$ cat config.mk
export PLATFORM = sky130hd
export DESIGN_NAME = astar_map_arbiter
export DESIGN_NICKNAME = d
export VERILOG_FILES = /design/src/rtl/astar_pkg.sv /design/src/rtl/astar_map_addr.sv /design/src/rtl/astar_map_arbiter.sv
export SDC_FILE = /design/constraint.sdc
export NUM_CORES = 1
export LEC_CHECK = 0
export BUFFER_PORTS_ARGS = -buffer_cell sky130_fd_sc_hd__buf_2
export CORE_MARGIN = 2
export CORE_UTILIZATION = 53
export DETAILED_ROUTE_END_ITERATION = 8
export MAX_ROUTING_LAYER = met4
export PLACE_DENSITY_LB_ADDON = 0.08
export SYNTH_ARGS = -nofsm -noshare
export SYNTH_HDL_FRONTEND = slang
export SYNTH_HIERARCHICAL = 1
export SYNTH_SLANG_ARGS = --single-unit
$ cat constraint.sdc
create_clock -name sync -period 3.2 [get_ports sync]
set_input_delay 0.48 -clock sync [delete_from_list [all_inputs] [get_ports sync]]
set_output_delay 0.48 -clock sync [all_outputs]
set_load 0.02 [all_outputs]
$ cat src/rtl/astar_pkg.sv
// Shared definitions for the A* grid-map blocks.
// Holds the map geometry, the 2-bit cell encoding and the map arbiter's
// state type.
package astar_pkg;

  localparam int unsigned GRID_W  = 40;
  localparam int unsigned GRID_H  = 40;
  localparam int unsigned COORD_W = 6;
  localparam int unsigned ADDR_W  = 11;

  localparam logic [1:0] CELL_FREE     = 2'b00;
  localparam logic [1:0] CELL_OBSTACLE = 2'b01;
  localparam logic [1:0] CELL_PATH     = 2'b10;
  localparam logic [1:0] CELL_UNKNOWN  = 2'b11;

  typedef enum logic {
    ST_INIT = 1'b0,
    ST_ARB  = 1'b1
  } state_t;

endpackage

$ cat src/rtl/astar_map_addr.sv
// Combinational (x,y) -> linear map address conversion with range flag.
// Ports:
//   i_x, i_y  : cell coordinate
//   o_addr    : y*40 + x
//   o_bad     : coordinate lies outside the GRID_W x GRID_H map
module astar_map_addr #(
  parameter int unsigned GRID_W  = astar_pkg::GRID_W,
  parameter int unsigned GRID_H  = astar_pkg::GRID_H,
  parameter int unsigned COORD_W = astar_pkg::COORD_W,
  parameter int unsigned ADDR_W  = astar_pkg::ADDR_W
) (
  input  logic [COORD_W-1:0] i_x,
  input  logic [COORD_W-1:0] i_y,
  output logic [ADDR_W-1:0]  o_addr,
  output logic               o_bad
);

  // y*40 expressed as y*32 + y*8 to keep it to two adders.
  assign o_addr = (ADDR_W'(i_y) << 5) + (ADDR_W'(i_y) << 3) + ADDR_W'(i_x);
  assign o_bad  = (i_x >= COORD_W'(GRID_W)) || (i_y >= COORD_W'(GRID_H));

endmodule

$ cat src/rtl/astar_map_arbiter.sv
// Arbiter/sequencer for the shared single-port grid-map RAM.
// After reset (or a clear pulse) it writes FREE to every cell, then grants
// one access per cycle to either the search engine (read/write) or the
// display scanner (read-only). Display has priority unless search has lost
// STARVE_MAX times in a row.
// Ports:
//   sync, reset      : clock, synchronous active-low reset
//   clear            : restart the map clear
//   s_*              : search request/grant/read return
//   d_*              : display request/grant/read return
//   m_*              : RAM port (read data valid one cycle after enable)
//   init_done        : map clear finished
//   bad_coord        : pulse after an out-of-range request was consumed
module astar_map_arbiter #(
  parameter int unsigned GRID_W     = astar_pkg::GRID_W,
  parameter int unsigned GRID_H     = astar_pkg::GRID_H,
  parameter int unsigned COORD_W    = astar_pkg::COORD_W,
  parameter int unsigned ADDR_W     = astar_pkg::ADDR_W,
  parameter int unsigned STARVE_MAX = 4
) (
  input  logic               sync,
  input  logic               reset,
  input  logic               clear,
  input  logic               s_req,
  input  logic               s_we,
  input  logic [COORD_W-1:0] s_x,
  input  logic [COORD_W-1:0] s_y,
  input  logic [1:0]         s_wdata,
  output logic               s_gnt,
  output logic               s_rvalid,
  output logic [1:0]         s_rdata,
  input  logic               d_req,
  input  logic [COORD_W-1:0] d_x,
  input  logic [COORD_W-1:0] d_y,
  output logic               d_gnt,
  output logic               d_rvalid,
  output logic [1:0]         d_rdata,
  output logic               m_en,
  output logic               m_we,
  output logic [ADDR_W-1:0]  m_addr,
  output logic [1:0]         m_wdata,
  input  logic [1:0]         m_rdata,
  output logic               init_done,
  output logic               bad_coord
);

  import astar_pkg::*;

  localparam int unsigned SW = $clog2(STARVE_MAX + 1);
  localparam logic [ADDR_W-1:0] LAST_CELL = ADDR_W'(GRID_W * GRID_H - 1);

  state_t            r_state, w_state_nxt;
  logic [ADDR_W-1:0] r_cnt, w_cnt_nxt;
  logic [SW-1:0]     r_starve;
  logic              r_init_done, r_bad;
  logic              r_s_pend, r_s_oob, r_d_pend, r_d_oob;
  logic [1:0]        r_s_hold, r_d_hold;

  logic [ADDR_W-1:0] w_s_addr, w_d_addr, w_m_addr;
  logic              w_s_oob, w_d_oob;
  logic              w_s_gnt, w_d_gnt, w_m_en, w_m_we;
  logic [1:0]        w_m_wdata, w_s_ret, w_d_ret;

  astar_map_addr #(.GRID_W(GRID_W), .GRID_H(GRID_H), .COORD_W(COORD_W), .ADDR_W(ADDR_W))
    u_s_addr (.i_x(s_x), .i_y(s_y), .o_addr(w_s_addr), .o_bad(w_s_oob));

  astar_map_addr #(.GRID_W(GRID_W), .GRID_H(GRID_H), .COORD_W(COORD_W), .ADDR_W(ADDR_W))
    u_d_addr (.i_x(d_x), .i_y(d_y), .o_addr(w_d_addr), .o_bad(w_d_oob));

  always_comb begin
    w_state_nxt = r_state;
    w_cnt_nxt   = r_cnt;
    w_s_gnt     = 1'b0;
    w_d_gnt     = 1'b0;
    w_m_en      = 1'b0;
    w_m_we      = 1'b0;
    w_m_addr    = '0;
    w_m_wdata   = CELL_FREE;
    unique case (r_state)
      ST_INIT: begin
        w_m_en   = 1'b1;
        w_m_we   = 1'b1;
        w_m_addr = r_cnt;
        if (clear) begin
          w_cnt_nxt = '0;
        end else if (r_cnt == LAST_CELL) begin
          w_state_nxt = ST_ARB;
          w_cnt_nxt   = '0;
        end else begin
          w_cnt_nxt = r_cnt + ADDR_W'(1);
        end
      end
      ST_ARB: begin
        if (clear) begin
          w_state_nxt = ST_INIT;
          w_cnt_nxt   = '0;
        end else if (s_req && (!d_req || (r_starve >= SW'(STARVE_MAX)))) begin
          // Out-of-range requests are consumed without touching the RAM.
          w_s_gnt   = 1'b1;
          w_m_en    = !w_s_oob;
          w_m_we    = s_we && !w_s_oob;
          w_m_addr  = w_s_addr;
          w_m_wdata = s_wdata;
        end else if (d_req) begin
          w_d_gnt  = 1'b1;
          w_m_en   = !w_d_oob;
          w_m_addr = w_d_addr;
        end
      end
      default: ;
    endcase
  end

  always_ff @(posedge sync) begin
    if (!reset) begin
      r_state     <= ST_INIT;
      r_cnt       <= '0;
      r_starve    <= '0;
      r_init_done <= 1'b0;
      r_bad       <= 1'b0;
      r_s_pend    <= 1'b0;
      r_s_oob     <= 1'b0;
      r_s_hold    <= '0;
      r_d_pend    <= 1'b0;
      r_d_oob     <= 1'b0;
      r_d_hold    <= '0;
    end else begin
      r_state     <= w_state_nxt;
      r_cnt       <= w_cnt_nxt;
      r_init_done <= (w_state_nxt == ST_ARB);
      if (w_s_gnt)
        r_starve <= '0;
      else if ((r_state == ST_ARB) && s_req && (r_starve < SW'(STARVE_MAX)))
        r_starve <= r_starve + SW'(1);
      r_bad    <= (w_s_gnt && w_s_oob) || (w_d_gnt && w_d_oob);
      r_s_pend <= w_s_gnt && !s_we;
      r_s_oob  <= w_s_oob;
      r_d_pend <= w_d_gnt;
      r_d_oob  <= w_d_oob;
      if (r_s_pend) r_s_hold <= w_s_ret;
      if (r_d_pend) r_d_hold <= w_d_ret;
    end
  end

  // RAM data arrives in the cycle after the grant, so the return path
  // muxes it straight through and keeps a copy to hold between returns.
  assign w_s_ret = r_s_oob ? CELL_OBSTACLE : m_rdata;
  assign w_d_ret = r_d_oob ? CELL_OBSTACLE : m_rdata;

  assign s_gnt     = reset && w_s_gnt;
  assign d_gnt     = reset && w_d_gnt;
  assign m_en      = reset && w_m_en;
  assign m_we      = reset && w_m_we;
  assign m_addr    = reset ? w_m_addr : '0;
  assign m_wdata   = reset ? w_m_wdata : '0;
  assign s_rvalid  = reset && r_s_pend;
  assign d_rvalid  = reset && r_d_pend;
  assign s_rdata   = !reset ? '0 : (r_s_pend ? w_s_ret : r_s_hold);
  assign d_rdata   = !reset ? '0 : (r_d_pend ? w_d_ret : r_d_hold);
  assign init_done = reset && r_init_done;
  assign bad_coord = reset && r_bad;

endmodule

==> metrics <==
Comb power frac=0.285; Core Region=4030 um2; RSZ-0062 raised after global routing=false; CTS buffer count=3; final hold violations=0; Switching Share=0.283; Antenna diodes=0; Final Slew Violations=0; ANT nets after route=0; Mapped Cells=267; setup TNS=0 ns; Mapped Nets=329; vias in the first global route=1840; share of power burned in registers=0.380; DRC=0; fin crit share=0.960; die area=4750 um2; Final HPWL DP=3.86 mm; # setup viols final=0; Placed Area=2520 um2; synth warn=6; first-pass GRT wire length=8.11 mm; Initial Utilization=0.554; total chip power=799 uW; H-tree Lvls=1; Relative slew margins=0.693; post-synth cell types=51; die height=68.9 um; layout cell share with drive strength beyond 1=0.229; clk root buf=clkbuf_8; # hold bufs at CTS=0; Rows=23; CP required=2.72 ns; number of synthesized flops with an enable pin=0; Synth Register Bits=24; RD Place Congestion=0.901; P_leak=0.00122 uW; initial antenna violation count=0; asr flop ratio synth=0; largest net degree at the start of global routing=18; commonest register cell after synthesis=dfxtp_1; VDD IR max=0.000275 V; # clock sinks=24; clock share of power=0.335; port buffer count=58; Die Wd=68.9 um; most common cell after layout, fill and taps aside=buf_2; Critical Path Source Type=primary input; status=completed; Switch Pwr=226 uW; Critical Path AT=2.59 ns; postcts setup bufs=0; CP endpoint kind=output pin; critical-path maximum fanout=2; Iteration-0 DRC Markers=81; drt wl/cell=13.0 um; most frequent cells in the layout=buf_2 (58), inv_1 (24), ha_1 (24), dfxtp_1 (24); drt pass-1 iters=4; Fin Hold WS=0.492 ns; Final Skew=0.00347 ns; FMAX=326 MHz; post-synthesis sequential area ratio=0.215; Max-Cap Viols=0; crit path time final=3.07 ns; Tot GR Track Use=0.227; pwr dens=308 nW/um2; synthesized cell area=2230 um2; remaining global-route overflow=0; dpl ws=0.117 ns; CTS tree=built; CP Class=in -> out; clock latency on the worst-skew pair=0.27 ns; HP Class=reg -> reg; Routed WL=4.81 mm; Via density=5.55; nets=382; boundary pin count=59; Worst Slack Setup Final=0.128 ns; Int Power=573 uW; Clock Path Buffers=2; area grow syn2layout=16.1%; Slew @ Worst Pin=0.460 ns; Final Cell Area=2590 um2; clk slew on worst S/H paths=0.09 ns; routed vias=2048; mean post-synth cell area=8.36 um2
## state kept, by name (all words and copies together), names as in the netlist
| register | count |
|---|---|
| r_s_oob | 1 |
| r_d_pend | 1 |
| r_d_hold | 2 |
| r_d_oob | 1 |
| r_cnt | 11 |
| r_init_done | 1 |
| r_s_pend | 1 |
| r_bad | 1 |
| r_starve | 3 |
| r_s_hold | 2 |
## worst max-delay path: stages
cell,delay [ns]
buf_2,0.09
inv_1,0.05
fa_1,0.60
inv_1,0.06
ha_1,0.29
a211oi_1,0.08
or4b_1,0.51
o2111ai_1,0.11
a221o_1,0.17
buf_2,0.16
## routing by layer
layer  GRT usage  vias to the layer above  share of wire
li1            -                     1069              -
met1       0.306                      915           0.49
met2       0.367                       60           0.44
met3      0.0341                        4          0.067
met4      0.0368                        0         0.0056
met5           -                        -              0
## final cells by class
cell class / instances / area (um2)
clock inverter: 1 / 30.0
timing repair buffer: 59 / 298
tap: 50 / 62.6
multi-input combinational: 208 / 1590
fill: 356 / 1440
inverter: 24 / 90.1
sequential: 24 / 480
clock buffer: 3 / 41.3
## what timing repair did
action,CTS,global route
resized for setup,0,1
endpoints found under the setup margin,0,1
hold endpoints to repair,0,0
## power groups by stage
| stage | Clock (uW) | Combinational (uW) | Sequential (uW) |
|---|---|---|---|
| after floorplan | 0 | 163 | 310 |
| after global placement | 0 | 219 | 311 |
| after detailed placement | 0 | 222 | 311 |
| after CTS | 270 | 224 | 304 |
| after global routing | 283 | 261 | 304 |
| final | 268 | 228 | 304 |
## synth_stat cells (7+ instances only)
cell	number	area share
a21oi_1	11	0.025
a221o_1	11	0.049
and2_1	20	0.056
buf_4	7	0.024
dfxtp_1	24	0.22
ha_1	24	0.13
inv_1	24	0.040
nand2_1	13	0.022
nor2_1	20	0.034
nor2b_1	8	0.022
o21ai_0	13	0.029
xnor2_1	7	0.027
## per-stage QoR
stage	utilization	instances
floorplan	-	267
global placement	0.625	365
detailed placement	0.625	365
CTS	0.643	369
global route	0.644	369
finish	0.644	369
## worst paths after layout
path | from | end | cells after the start | slack (ns)
worst min register to register | r_d_hold[1]$_DFF_P_ | r_d_hold[1]$_DFF_P_ | 2 | 0.49
worst max register to register | r_cnt[0]$_SDFFE_PN0P_ | r_cnt[10]$_SDFFE_PN0P_ | 5 | 1.72
worst max-delay path | s_x[5] | m_addr[9] | 10 | 0.13
worst min-delay path | r_d_hold[1]$_DFF_P_ | r_d_hold[1]$_DFF_P_ | 2 | 0.49
## logic make-up (layout without fill, tap and decap cells)
kind of cell               after synthesis  after routing  synth area share
and+or+nand+nor                         98             98             0.253
AOI/OAI and AO/OA                       67             67             0.224
buffers and inverters                   35             87            0.0745
adders and majority gates               28             28             0.170
DFF                                     24             24             0.215
xor gates and xnor gates                 9              9            0.0353
muxes                                    6              6            0.0275
(Power assumes the default switching activity.)
